$ cat config.mk
export PLATFORM = sky130hd
export DESIGN_NAME = voice_allocator
export DESIGN_NICKNAME = d
export VERILOG_FILES = /design/src/rtl/voice_allocator_pkg.sv /design/src/rtl/voice_allocator_select.sv /design/src/rtl/voice_allocator.sv
export SDC_FILE = /design/constraint.sdc
export NUM_CORES = 1
export LEC_CHECK = 0
export CORE_AREA = 5 5 147 149
export CTS_CLUSTER_DIAMETER = 120
export DETAILED_ROUTE_END_ITERATION = 10
export DIE_AREA = 0 0 152 154
export GPL_TIMING_DRIVEN = 0
export PLACE_DENSITY = 0.78
export SETUP_SLACK_MARGIN = 0.5
export SYNTH_ARGS = -nofsm -noshare
export SYNTH_HDL_FRONTEND = slang
export SYNTH_SLANG_ARGS = --single-unit
$ cat constraint.sdc
create_clock -name clk -period 19.72 [get_ports clk]
set_input_delay 1.972 -clock clk [delete_from_list [all_inputs] [get_ports clk]]
set_output_delay 1.972 -clock clk [all_outputs]
set_load 0.01 [all_outputs]
$ cat src/rtl/voice_allocator_pkg.sv
// Shared command-field positions and FSM encoding for the voice allocator.
// Command word layout: {on, note[6:0], vel[7:0]}; STOP_ALL is note-off of note 127.
package voice_allocator_pkg;

    localparam int CMD_ON_BIT   = 15;
    localparam int CMD_NOTE_MSB = 14;
    localparam int CMD_NOTE_LSB = 8;
    localparam int CMD_VEL_MSB  = 7;
    localparam int CMD_VEL_LSB  = 0;

    localparam logic [6:0] NOTE_ALL = 7'd127;

    typedef enum logic [1:0] {
        ST_IDLE  = 2'd0,
        ST_APPLY = 2'd1,
        ST_FLUSH = 2'd2
    } state_e;

endpackage

$ cat src/rtl/voice_allocator_select.sv
// Combinational voice lookup: note match, lowest free voice, and oldest gated voice.
// All ties resolve to the lowest voice index.
module voice_allocator_select #(
    parameter int NUM_VOICES = 8,
    parameter int AGE_W      = 4,
    parameter int IDX_W      = $clog2(NUM_VOICES)
) (
    input  logic [NUM_VOICES-1:0]       gate_i,
    input  logic [7*NUM_VOICES-1:0]     note_i,
    input  logic [AGE_W*NUM_VOICES-1:0] age_i,
    input  logic [6:0]                  cmd_note_i,
    output logic                        match_hit_o,
    output logic [IDX_W-1:0]            match_idx_o,
    output logic                        free_hit_o,
    output logic [IDX_W-1:0]            free_idx_o,
    output logic [IDX_W-1:0]            oldest_idx_o
);

    logic [AGE_W-1:0] best_age;

    always_comb begin
        match_hit_o  = 1'b0;
        match_idx_o  = '0;
        free_hit_o   = 1'b0;
        free_idx_o   = '0;
        oldest_idx_o = '0;
        best_age     = '0;
        // Descending scan so the last hit written is the lowest index.
        for (int i = NUM_VOICES - 1; i >= 0; i--) begin
            if (gate_i[i] && note_i[7*i +: 7] == cmd_note_i) begin
                match_hit_o = 1'b1;
                match_idx_o = IDX_W'(i);
            end
            if (!gate_i[i]) begin
                free_hit_o = 1'b1;
                free_idx_o = IDX_W'(i);
            end
        end
        for (int i = 0; i < NUM_VOICES; i++) begin
            if (gate_i[i] && age_i[AGE_W*i +: AGE_W] > best_age) begin
                best_age     = age_i[AGE_W*i +: AGE_W];
                oldest_idx_o = IDX_W'(i);
            end
        end
    end

endmodule

$ cat src/rtl/voice_allocator.sv
// Maps note on/off commands onto NUM_VOICES voice banks with retrigger, oldest-voice
// stealing and a sequential STOP_ALL; one command per two clocks, ready only in IDLE.
module voice_allocator
    import voice_allocator_pkg::*;
#(
    parameter int NUM_VOICES  = 8,
    parameter int AGE_W       = 4,
    parameter bit STEAL_EN    = 1'b1,
    parameter bit VEL0_IS_OFF = 1'b1
) (
    input  logic                              clk,
    input  logic                              reset,
    input  logic                              i_cmd_valid,
    input  logic [15:0]                       i_cmd,
    output logic                              o_cmd_ready,
    output logic [NUM_VOICES-1:0]             o_gate,
    output logic [NUM_VOICES-1:0]             o_trig,
    output logic [7*NUM_VOICES-1:0]           o_voice_note,
    output logic [8*NUM_VOICES-1:0]           o_voice_vel,
    output logic [$clog2(NUM_VOICES+1)-1:0]   o_active_cnt,
    output logic                              o_drop
);

    localparam int IDX_W = $clog2(NUM_VOICES);
    localparam int CNT_W = $clog2(NUM_VOICES + 1);
    localparam logic [AGE_W-1:0] AGE_MAX = '1;

    state_e                      state_q, state_d;
    logic [15:0]                 cmd_q, cmd_d;
    logic [NUM_VOICES-1:0]       gate_q, gate_d, trig_q, trig_d;
    logic [7*NUM_VOICES-1:0]     note_q, note_d;
    logic [8*NUM_VOICES-1:0]     vel_q, vel_d;
    logic [AGE_W*NUM_VOICES-1:0] age_q, age_d;
    logic [IDX_W-1:0]            fidx_q, fidx_d;
    logic                        rdy_q, rdy_d, drop_q, drop_d;
    logic [CNT_W-1:0]            cnt_q, cnt_d;

    logic             match_hit, free_hit, is_on, do_alloc, reload;
    logic [IDX_W-1:0] match_idx, free_idx, oldest_idx, tgt;
    logic [6:0]       cmd_note;
    logic [7:0]       cmd_vel;

    assign cmd_note = cmd_q[CMD_NOTE_MSB:CMD_NOTE_LSB];
    assign cmd_vel  = cmd_q[CMD_VEL_MSB:CMD_VEL_LSB];

    voice_allocator_select #(
        .NUM_VOICES (NUM_VOICES),
        .AGE_W      (AGE_W),
        .IDX_W      (IDX_W)
    ) u_select (
        .gate_i       (gate_q),
        .note_i       (note_q),
        .age_i        (age_q),
        .cmd_note_i   (cmd_note),
        .match_hit_o  (match_hit),
        .match_idx_o  (match_idx),
        .free_hit_o   (free_hit),
        .free_idx_o   (free_idx),
        .oldest_idx_o (oldest_idx)
    );

    always_comb begin
        state_d  = state_q;
        cmd_d    = cmd_q;
        gate_d   = gate_q;
        note_d   = note_q;
        vel_d    = vel_q;
        age_d    = age_q;
        fidx_d   = fidx_q;
        rdy_d    = rdy_q;
        trig_d   = '0;
        drop_d   = 1'b0;
        is_on    = cmd_q[CMD_ON_BIT] && !(VEL0_IS_OFF && cmd_vel == 8'd0);
        do_alloc = 1'b0;
        reload   = 1'b0;
        tgt      = '0;

        case (state_q)
            ST_IDLE: begin
                if (i_cmd_valid && rdy_q) begin
                    cmd_d  = i_cmd;
                    rdy_d  = 1'b0;
                    fidx_d = '0;
                    state_d = (!i_cmd[CMD_ON_BIT] && i_cmd[CMD_NOTE_MSB:CMD_NOTE_LSB] == NOTE_ALL)
                              ? ST_FLUSH : ST_APPLY;
                end
            end
            ST_APPLY: begin
                state_d = ST_IDLE;
                rdy_d   = 1'b1;
                if (is_on) begin
                    if (match_hit) begin
                        tgt      = match_idx;
                        do_alloc = 1'b1;
                    end else if (free_hit) begin
                        tgt      = free_idx;
                        do_alloc = 1'b1;
                        reload   = 1'b1;
                    end else if (STEAL_EN) begin
                        tgt      = oldest_idx;
                        do_alloc = 1'b1;
                        reload   = 1'b1;
                    end else begin
                        drop_d = 1'b1;
                    end
                    // Age counts allocations: every other sounding voice gets one tick older.
                    for (int i = 0; i < NUM_VOICES; i++) begin
                        if (do_alloc && IDX_W'(i) == tgt) begin
                            gate_d[i]              = 1'b1;
                            trig_d[i]              = 1'b1;
                            age_d[AGE_W*i +: AGE_W] = '0;
                            vel_d[8*i +: 8]        = cmd_vel;
                            if (reload) note_d[7*i +: 7] = cmd_note;
                        end else if (do_alloc && gate_q[i] &&
                                     age_q[AGE_W*i +: AGE_W] != AGE_MAX) begin
                            age_d[AGE_W*i +: AGE_W] = age_q[AGE_W*i +: AGE_W] + 1'b1;
                        end
                    end
                end else if (match_hit) begin
                    gate_d[match_idx] = 1'b0;
                end
            end
            ST_FLUSH: begin
                gate_d[fidx_q] = 1'b0;
                if (fidx_q == IDX_W'(NUM_VOICES - 1)) begin
                    state_d = ST_IDLE;
                    rdy_d   = 1'b1;
                    fidx_d  = '0;
                end else begin
                    fidx_d = fidx_q + 1'b1;
                end
            end
            default: begin
                state_d = ST_IDLE;
                rdy_d   = 1'b1;
            end
        endcase

        cnt_d = '0;
        for (int i = 0; i < NUM_VOICES; i++) cnt_d = cnt_d + CNT_W'(gate_d[i]);
    end

    always_ff @(posedge clk or posedge reset) begin
        if (reset) begin
            state_q <= ST_IDLE;
            cmd_q   <= '0;
            gate_q  <= '0;
            note_q  <= '0;
            vel_q   <= '0;
            age_q   <= '0;
            fidx_q  <= '0;
            rdy_q   <= 1'b1;
            trig_q  <= '0;
            drop_q  <= 1'b0;
            cnt_q   <= '0;
        end else begin
            state_q <= state_d;
            cmd_q   <= cmd_d;
            gate_q  <= gate_d;
            note_q  <= note_d;
            vel_q   <= vel_d;
            age_q   <= age_d;
            fidx_q  <= fidx_d;
            rdy_q   <= rdy_d;
            trig_q  <= trig_d;
            drop_q  <= drop_d;
            cnt_q   <= cnt_d;
        end
    end

    assign o_cmd_ready  = rdy_q;
    assign o_gate       = gate_q;
    assign o_trig       = trig_q;
    assign o_voice_note = note_q;
    assign o_voice_vel  = vel_q;
    assign o_active_cnt = cnt_q;
    assign o_drop       = drop_q;

endmodule
### Yosys cells after proc, flatten, opt, wreduce, memory -nomap -nowiden

Cells that the tools add are included.

| word-level totals | value |
|---|---|
| bits in registers | 194 |
| output and inout bits | 142 |
| input port bits | 19 |

| cells by class | value |
|---|---|
| reduce and logical (&&, ||, !) cells | 86 |
| equality and inequality tests | 29 |
| add/sub/neg operators | 16 |
| bitwise operators | 4 |
| mux-type cells | 106 |
| order comparisons | 12 |

Operator list:

| kind | number |
|---|---|
| 4-bit 2-to-1 mux | 23 |
| 3-bit 2-to-1 mux | 26 |
| 7-bit equality test | 8 |
| 3-bit AND reduction | 16 |
| 1-bit logical AND | 45 |
| 1-bit 2-to-1 mux | 42 |
| 4-bit by 1-bit adder with 4-bit output (second input constant) | 8 |
| 8-bit 2-to-1 mux | 4 |
| 4-bit inequality test (second input constant) | 8 |
| 4-bit AND reduction | 8 |
| 4-bit > comparator | 7 |
| 2-bit nonzero test | 9 |
| 4-bit by 1-bit adder with 4-bit output | 4 |
| 8-bit AND | 2 |
| 8-bit inverter | 2 |
| 8-bit one-hot mux with 2 select lines | 1 |
| 3-bit equality test (first input constant) | 4 |
| 2-bit 2-to-1 mux | 5 |
| 8-bit logical NOT | 1 |
| 3-bit by 4-bit < comparator with 1-bit output (second input constant) | 2 |
| 7-bit equality test (second input constant) | 1 |
| 1-bit demux with 3-bit select | 2 |
| 2-bit by 3-bit equality test with 1-bit output (first input constant) | 2 |
| 3-bit by 1-bit greater-or-equal comparator with 1-bit output (second input constant) | 2 |
| 17 further kinds | 21 |

### Depth between registers and ports, before layout

Gate-level depths: netlist of run 1.

| logic depth | value |
|---|---|
| depth after elaboration | 40 |
| mapped depth | 80 |
| gate-level depth less buffers | 78 |

### By module

Synthesis of run 1 repeated with hierarchy kept, for this count alone.

| unflattened totals | value |
|---|---|
| cell total of the unflattened synthesis | 933 |
| area, all modules | 10671.5 um^2 |

Modules (own cells, without submodules):

| module | area each (um^2) | cells an instance | seq. area each (um^2) | instances |
|---|---|---|---|---|
| voice_allocator | 8599.5 | 648 | 4855.9 | 1 |
| voice_allocator_select | 2072.0 | 285 | 0.0 | 1 |

### Worst setup path before layout of run 1

Ideal clock, no wire load.

| timing path | value |
|---|---|
| path type | register to register |
| from | reg gate_q[0] (netlist: o_gate[0]) |
| to | reg cnt_q[2] (netlist: o_active_cnt[2]) |
| arrival | 13956 ps |
| setup slack | 5642 ps |
| clock period less this slack | 14078 ps |
| data required time | 19597 ps |
| cell stages (with the launch flop) | 76 |
| buffers on the path | 3 |
| path through | dfrtp_1 > clkbuf_1 > a21boi_0 > nand2_1 > ha_1 > nor2b_2 > o211ai_2 > a21oi_1 > mux2_2 > ha_1 > nor2b_1 > o211ai_1 > a21boi_0 > o211ai_2 > a31o_2 > mux2i_1 > ha_1 > nor2b_1 > [40 not listed] > nand2_1 > nand4_1 > and2_1 > a31o_2 > clkbuf_1 > a21oi_1 > nand3b_1 > inv_1 > a22o_1 > fa_1 > inv_1 > fa_1 > fa_1 > inv_1 > ha_1 > inv_1 > fa_1 > xnor2_1 |

| on the way | value |
|---|---|
| cells in the longest elaborated chain, start to end | 39 |
| elaborated cells on any way between the ends | 80 |
| classes of those cells | add/sub (7); order compare (9); eq/ne (7); mux (35); bitwise (3); reduce/logical (19) |

RTL lines:

| element | RTL line | text |
|---|---|---|
| start: declaration | voice_allocator.sv:30 | `logic [NUM_VOICES-1:0] gate_q, gate_d, trig_q, trig_d;` |
| start signal: assignment | voice_allocator.sv:159 | `gate_q <= gate_d;` |
| 1-bit logical AND | voice_allocator_select.sv:40 | `if (gate_i[i] && age_i[AGE_W*i +: AGE_W] > best_age) begin` |
| 4-bit 2-to-1 mux | voice_allocator_select.sv:40 |  |
| 4-bit > comparator | voice_allocator_select.sv:40 |  |
| 1-bit logical AND | voice_allocator_select.sv:40 |  |
| 4-bit 2-to-1 mux | voice_allocator_select.sv:40 |  |
| 4-bit > comparator | voice_allocator_select.sv:40 |  |
| 1-bit logical AND | voice_allocator_select.sv:40 |  |
| 4-bit 2-to-1 mux | voice_allocator_select.sv:40 |  |
| [22 not listed] | -- |  |
| 8-bit 2-to-1 mux (*) | voice_allocator.sv:91 | `if (is_on) begin` |
| 8-bit one-hot mux with 2 select lines (*) | voice_allocator.sv:78 | `case (state_q)` |
| named net gate_d[1] | voice_allocator.sv:30 |  |
| 1-bit by 1-bit adder with 2-bit output (*) | voice_allocator.sv:140 | `for (int i = 0; i < NUM_VOICES; i++) cnt_d = cnt_d + CNT_W'(gate_d[i]);` |
| 2-bit by 1-bit adder with 3-bit output (*) | voice_allocator.sv:140 |  |
| 3-bit by 1-bit adder with 4-bit output (*) | voice_allocator.sv:140 |  |
| 4-bit by 1-bit adder with 4-bit output (*) (4 in a row) | voice_allocator.sv:140 |  |
| named net cnt_d[2] | voice_allocator.sv:36 | `logic [CNT_W-1:0] cnt_q, cnt_d;` |
| end signal: assignment | voice_allocator.sv:167 | `cnt_q <= cnt_d;` |
| end: declaration | voice_allocator.sv:36 |  |

Mark *: on every way through the listed nets, which the timed path passes. The rest lies on a longest branch. The select of a mux whose other input is x is not followed.
A chain may end at the register's enable or synchronous reset.

### Final worst setup path of run 1

Ends and elaborated chain as after synthesis.

==> results.md, run 1 <==
* Status: finished, final reports clean
* Grt ovf at 0
* HP Start: o_voice_vel[24]$_DFFE_PP0P_
* Proportion of synthesized area in mux cells at 17.1%
* Largest net degree at the start of global routing at 116
* Placed cells at 1,345
* Average routed wire per standard cell at 19.1 µm
* Crit path max-delay family: compound AO/OA/AOI/OAI gates
* Slowest Stage Delay on Critical Path at 0.58 ns
* Setup bufs post-CTS at 0
* PnR worst setup slack at 2.74 ns
* Synthesis-to-finish area growth at 24.1%
* Setup Viol. Count Final at 0
* Routed wire length at 26,300 µm
* Via-to-Cell Ratio at 5.62
* Clock Path Buffers at 2
* Drt pass-1 iters at 6
* Initial antenna violation count at 0
* Final hold vios at 0
* Max Freq at 58.9 MHz
* CTS clk-pin slew, worst paths at 0.07 ns
* Register bit count reported by yosys at 194
* Arrival @ worst endpoint at 17.30 ns
* Routability cong. at 0.914
* Worst vdd ir at 0.0999 mV
* Final nets at 1,158
* CTS H-tree depth at 4
* RSZ-0062 raised after global routing: false
* Worst hold slack at 0.490 ns
* Post-Syn Instances at 915
* Clock power share at 25.7%
* Post-synth EDFFs at 0
* XOR/XNOR Fraction of Synth Area at 6.63%
* Type of origin of the critical path: register
* Clock Skew at 0.0165 ns
* Finished Layout Cells at 1,376
* Max Cap Viol at 0
* Clock root cell: clkbuf_16
* Initial Utilization at 52.1%
* Slew HR at 24.1%
* Slew @ Worst Pin at 1.13 ns
* Setup TNS at 0 ns
* WS Path Type: reg -> reg
* Detailed Place HPWL at 19,400 µm
* Core Box Area at 20,000 µm²
* Leak at 5.78 nW
* Top Ports at 161
* GR peak layer: met2
* DRC viols at 0
* Iter 0 DRT Violations at 400
* Post-place setup slack at 3.00 ns
* Largest family of logic cells by synthesized area: multiplexers
* Cts repair resizes at 0
* Tcrit/Tclk final at 86.1%
* Compound-Gate Fraction of Synth Area at 8.51%
* Vias in the first global route at 7,908
* CP Data Required Time at 20.04 ns
* PortBufs at 159
* Mapped cell area at 10,400 µm²
* Fin crit period at 16.98 ns
* Multi-input gate area at 5180 µm²
* CP endpoint kind: register
* CTS tree: built
* Switching portion of total power at 35.0%
* Crit path launch: o_gate[0]$_DFF_PP0_
* Pint at 0.000828 W
* Synth Flop Type: dfrtp_1
* Warnings from Yosys at 0
* First-pass GRT wire length at 43,200 µm
* Start of the worst register-to-register path: o_gate[0]$_DFF_PP0_
* Seq. cell area at 4860 µm²
* Synth cell types at 78
* Synth async-reset ratio at 100%
* Pwr dens at 98.4 nW/µm²
* # fillers at 1,616
* Antenna fix cells at 0
* Slew Limit Fails at 0
* Cts hold-fix bufs at 0
* Worst path bufs/invs at 11
* Post-synthesis sequential area ratio at 46.5%
* Switching power total at 0.000446 W
* Post-synthesis adder-cell area fraction at 5.68%
* Met1 Use GR at 30.5%
* Met2 Resource Use GR at 38.5%
* Sink Count at 194
* Routing usage on met3 at 4.10%
* Critical path peak fanout at 10
* Worst Hold Class: reg -> reg
* Via count at 7,739
* Comb pwr share at 35.3%
* Slowest-stage cell, CP: clkbuf_1
* Simple-gate share of the synthesized area at 11.7%
* Die W at 152 µm
* Reg power frac at 39.0%
* Syn_area_per_cell at 11.4 µm²
* Clock Latency Late Sink at 0.44 ns
* Post-DRT Antenna Nets at 0
* Rows at 52
* Tot GR Track Use at 22.7%
* Share of cells above drive strength 1 at 19.3%
* Total CTS buffers at 17
* Die span in y at 154 µm
* Die ar. at 23,400 µm²
* Mapped Nets at 979
[layout make-up]
type	instances	area share (%)
Clock buffer	20	3.45
Multi-Input combinational cell	626	40.0
Sequential cell	194	37.5
Tap cell	270	2.61
Clock inverter	11	0.764
Timing Repair Buffer	160	12.5
Buffer	50	1.81
Inverter	45	1.36
[power groups by stage]
stage | Combinational, W | Sequential, W | Clock [W]
finish | 0.000449 | 0.000497 | 0.000328
global route | 0.000486 | 0.000503 | 0.000350
CTS | 0.000451 | 0.000496 | 0.000332
detailed placement | 0.000447 | 0.000502 | 0
global placement | 0.000440 | 0.000500 | 0
floorplan | 0.000261 | 0.000511 | 0
[cell families (layout without fill, tap and decap cells)]
family          after synthesis  count (layout)
simple gates                220             220
flops                       194             194
mux                         159             159
compound gates              122             122
buf+inv                      95             286
xor+xnor                     79              79
fa+ha+maj                    45              45
other cells                   1               1
[cells in the mapped netlist (all sizes together) (6+ instances only)]
| cell type | count | area (µm²) |
|---|---|---|
| a21oi | 16 | 80.1 |
| a22o | 8 | 70.1 |
| a311oi | 6 | 58.8 |
| a31oi | 12 | 87.6 |
| and2 | 6 | 37.5 |
| and3 | 6 | 37.5 |
| buf | 23 | 131 |
| clkbuf | 27 | 103 |
| dfrtp | 193 | 4830 |
| ha | 41 | 513 |
| inv | 45 | 169 |
| mux2 | 142 | 1610 |
| mux2i | 17 | 170 |
| nand2 | 52 | 203 |
| nand2b | 7 | 43.8 |
| nand3 | 22 | 110 |
| nand4 | 34 | 219 |
| nor2 | 56 | 213 |
| nor2b | 7 | 46.3 |
| nor3 | 7 | 62.6 |
| o21ai | 35 | 175 |
| o31ai | 8 | 60.1 |
| xnor2 | 69 | 604 |
| xor2 | 10 | 87.6 |
[cell usage in the layout, fill, tap and decap left out, types with 6 or more instances in the layout]
master | Yosys | layout
a21oi_1 | 16 | 16
a22o_1 | 8 | 8
a31oi_1 | 10 | 10
and2_1 | 6 | 6
and3_1 | 6 | 6
buf_2 | 15 | 15
clkbuf_1 | 26 | 28
clkbuf_16 | 0 | 17
clkdlybuf4s50_1 | 0 | 159
dfrtp_1 | 193 | 193
ha_1 | 41 | 41
inv_1 | 45 | 44
mux2_1 | 8 | 8
mux2_2 | 130 | 130
mux2i_1 | 17 | 17
nand2_1 | 51 | 51
nand2b_1 | 7 | 7
nand3_1 | 22 | 22
nand4_1 | 33 | 33
nor2_1 | 55 | 55
nor2b_1 | 6 | 6
o21ai_0 | 34 | 34
o31ai_1 | 8 | 8
xnor2_1 | 69 | 69
xor2_1 | 10 | 10
[routing by layer]
layer	vias up	wire [µm]
li1	3602	-
met1	3857	11500
met2	245	13200
met3	35	1230
met4	0	422
met5	-	0
[stage by stage]
step	utilization [%]	cell area, µm²	total power [W]
floorplan	-	10400	0.000772
global placement	61.7	12400	0.000940
detailed placement	61.9	12400	0.000949
CTS	64.6	12900	0.00128
global route	64.6	12900	0.00134
finish	64.6	12900	0.00127
[flip-flops by register name (all words and copies together) (netlist names)]
signal        count
o_voice_note     56
o_gate            8
o_cmd_ready       1
o_active_cnt      4
cmd_q            16
o_trig            8
o_voice_vel      64
state_q           2
fidx_q            3
age_q            32
[final timing paths]
check / end / depth (start not counted) / slack [ns]
worst max-delay path: o_active_cnt[2]$_DFF_PP0_ / 76 / 2.74
worst min-delay path: o_voice_vel[24]$_DFFE_PP0P_ / 1 / 0.49
worst max register to register: o_active_cnt[2]$_DFF_PP0_ / 76 / 2.74
worst min register to register: o_voice_vel[24]$_DFFE_PP0P_ / 1 / 0.49
max in group asynchronous: age_q[8]$_DFFE_PP0P_ / 3 / 16.80
min in group asynchronous: o_voice_vel[23]$_DFFE_PP0P_ / 2 / 1.99
(Power assumes the default switching activity.)
==> inputs of run 2 (changes only) <==
--- a/config.mk
+++ b/config.mk
@@ -5,10 +5,11 @@
 export SDC_FILE = /design/constraint.sdc
 export NUM_CORES = 1
 export LEC_CHECK = 0
-export CORE_AREA = 5 5 147 149
+export ABC_AREA = 1
+export CORE_AREA = 5 5 148 150
 export CTS_CLUSTER_DIAMETER = 120
 export DETAILED_ROUTE_END_ITERATION = 10
-export DIE_AREA = 0 0 152 154
+export DIE_AREA = 0 0 153 155
 export GPL_TIMING_DRIVEN = 0
 export PLACE_DENSITY = 0.78
 export SETUP_SLACK_MARGIN = 0.5
==> results.md, run 2 <==
* Status: finished, final reports clean
* Via count at 9,824 (+27%)
* Total CTS buffers at 17 (unchanged)
* Initial Utilization at 51.9% (-0.22 points)
* Slowest-stage cell, CP: fa_1
* Detailed Place HPWL at 23,800 µm (+23%)
* Slew @ Worst Pin at 0.826 ns (-0.303 ns)
* Register bit count reported by yosys at 194 (unchanged)
* Clock root cell: clkbuf_16
* Core Box Area at 20,600 µm² (+2.6%)
* Mapped cell area at 10,700 µm² (+2.2%)
* Synth cell types at 56 (-28%)
* Critical path peak fanout at 10 (unchanged)
* Via-to-Cell Ratio at 5.58 (-0.75%)
* Clock Skew at 0.0160 ns (-0.000425 ns)
* Area leader, netlist: dfrtp_1
* Final nets at 1,537 (+33%)
* Routability cong. at 0.961 (+5.1%)
* Synth top area share at 45.3% (-0.98 points)
* Cts hold-fix bufs at 0 (unchanged)
* Arrival @ worst endpoint at 12.70 ns (-4.60 ns)
* Synthesis-to-finish area growth at 23.7%
* Slew Limit Fails at 0 (unchanged)
* Share of cells above drive strength 1 at 7.81% (-12 points)
* Worst Hold Class: reg -> reg
* Sink Count at 194 (unchanged)
* Slowest Stage Delay on Critical Path at 0.49 ns (-0.09 ns)
* Commonest non-fill, non-tap cell in the layout: nand2_1
* CTS H-tree depth at 4 (unchanged)
* Largest net degree at the start of global routing at 113 (-2.6%)
* Setup Viol. Count Final at 0 (unchanged)
* Drt pass-1 iters at 5 (-1)
* Type of origin of the critical path: register
* Warnings from Yosys at 0 (unchanged)
* Die ar. at 23,700 µm² (+1.3%)
* GR peak layer: met2
* Average routed wire per standard cell at 18.4 µm (-4.0%)
* Main area contributors after synthesis: dfrtp_1, nand2_1, ha_1
* Clock Latency Late Sink at 0.45 ns (about the same)
* RSZ-0062 raised after global routing: false
* Final hold vios at 0 (unchanged)
* Grt ovf at 0 (unchanged)
* DRC viols at 0 (unchanged)
* Worst path bufs/invs at 11 (unchanged)
* Vias in the first global route at 9,547 (+21%)
* Routed wire length at 32,300 µm (+23%)
* Tcrit/Tclk final at 62.6% (-23 points)
* Initial antenna violation count at 0 (unchanged)
* Post-synthesis sequential area ratio at 45.5% (-0.98 points)
* Top cells by count, synth: nand2_1, dfrtp_1, inv_1, o21ai_0, nand3_1
* Met1 Use GR at 37.0% (+6.5 points)
* Placed cells at 1,729 (+29%)
* Cts repair resizes at 0 (unchanged)
* Max Cap Viol at 0 (unchanged)
* # fillers at 1,757 (+8.7%)
* Die W at 153 µm (+0.66%)
* Setup TNS at 0 ns (unchanged)
* Iter 0 DRT Violations at 842 (+110%)
* Worst hold slack at 0.483 ns (-0.00707 ns)
* Post-DRT Antenna Nets at 0 (unchanged)
* Finished Layout Cells at 1,760 (+28%)
* Most used cell, CP: nand2_1
* CTS tree: built
* Post-synth EDFFs at 0 (unchanged)
* Tot GR Track Use at 27.4% (+4.6 points)
* PortBufs at 159 (unchanged)
* Fin crit period at 12.35 ns (-4.63 ns)
* Antenna fix cells at 0 (unchanged)
* Largest register FFs at 64 (unchanged)
* Most frequent cells in the layout: nand2_1, dfrtp_1, clkdlybuf4s50_1, inv_1, o21ai_0
* Routing usage on met3 at 4.59% (+0.49 points)
* Syn_area_per_cell at 8.24 µm² (-28%)
* Setup bufs post-CTS at 0 (unchanged)
* First-pass GRT wire length at 51,900 µm (+20%)
* Max Freq at 81.0 MHz (+37%)
* Top Ports at 161 (unchanged)
* Cell with the most instances after synthesis: nand2_1
* Met2 Resource Use GR at 45.8% (+7.4 points)
* Layout Utilization at 64.2% (-0.45 points)
* CP endpoint kind: register
* Synth async-reset ratio at 100% (unchanged)
* Synth Flop Type: dfrtp_1
* Post-Syn Instances at 1,294 (+41%)
* WS Path Type: reg -> reg
* Rows at 53 (+1.9%)
* Die span in y at 155 µm (+0.65%)
* Slew HR at 44.7% (+21 points)
* Clock Path Buffers at 2 (unchanged)
* CP Data Required Time at 20.07 ns (+0.03 ns)
* CTS clk-pin slew, worst paths at 0.07 ns (about the same)
* Crit path max-delay family: adder cells
* Mapped Nets at 1,358 (+39%)
==> run 2: per-layer routing <==
metal | wire length [µm] | vias to the layer above
met5 | 0 | -
li1 | - | 4651
met1 | 13700 | 4716
met4 | 752 | 0
met2 | 15600 | 398
met3 | 2290 | 59
==> run 2: final timing paths <==
| kind | startpoint | end | slack (ns) | depth (start not counted) |
|---|---|---|---|---|
| hold reg to reg | cmd_q[15]$_DFFE_PP0P_ | cmd_q[15]$_DFFE_PP0P_ | 0.48 | 2 |
| setup reg to reg | age_q[0]$_DFFE_PP0P_ | o_active_cnt[2]$_DFF_PP0_ | 7.37 | 73 |
| hold / removal | cmd_q[15]$_DFFE_PP0P_ | cmd_q[15]$_DFFE_PP0P_ | 0.48 | 2 |
| min in group asynchronous | reset | o_voice_vel[58]$_DFFE_PP0P_ | 1.98 | 2 |
| setup / recovery | age_q[0]$_DFFE_PP0P_ | o_active_cnt[2]$_DFF_PP0_ | 7.37 | 73 |
| max in group asynchronous | reset | o_gate[3]$_DFF_PP0_ | 16.77 | 3 |
==> run 2: logic make-up after synthesis <==
logic type,Yosys count,share of synthesized area (%)
simple gates,597,25.7
compound gates,225,12.4
flops,194,45.5
buf+inv,192,7.48
fa+ha+maj,45,5.56
xor+xnor,40,3.29
other cells,1,0.0352
==> run 2: layout make-up <==
cell class,count,area (µm²),share of cell area (%)
buffer,53,275,2.09
clock inverter,12,114,0.863
multi-input combinational,908,5010,38.0
sequential,194,4860,36.8
inverter,139,529,4.01
clock buffer,19,443,3.36
timing repair buffer,160,1620,12.3
tap,275,344,2.61
==> run 2: through the flow <==
stage	instance area, µm²	worst slack (ns)
after floorplan	10700	9.40
after global placement	12600	7.80
after detailed placement	12600	7.56
after CTS	13200	7.46
after global routing	13200	6.54
final	13200	7.37
==> run 2: tightest hold or removal path, stage by stage (launching register included) <==
cell	delay [ns]
dfrtp_1	0.35
nand2_1	0.05
nand2_1	0.05
Power of run 2 is not shown: default switching activity piles up to over one toggle a cycle in this logic, so the estimate is an artifact.
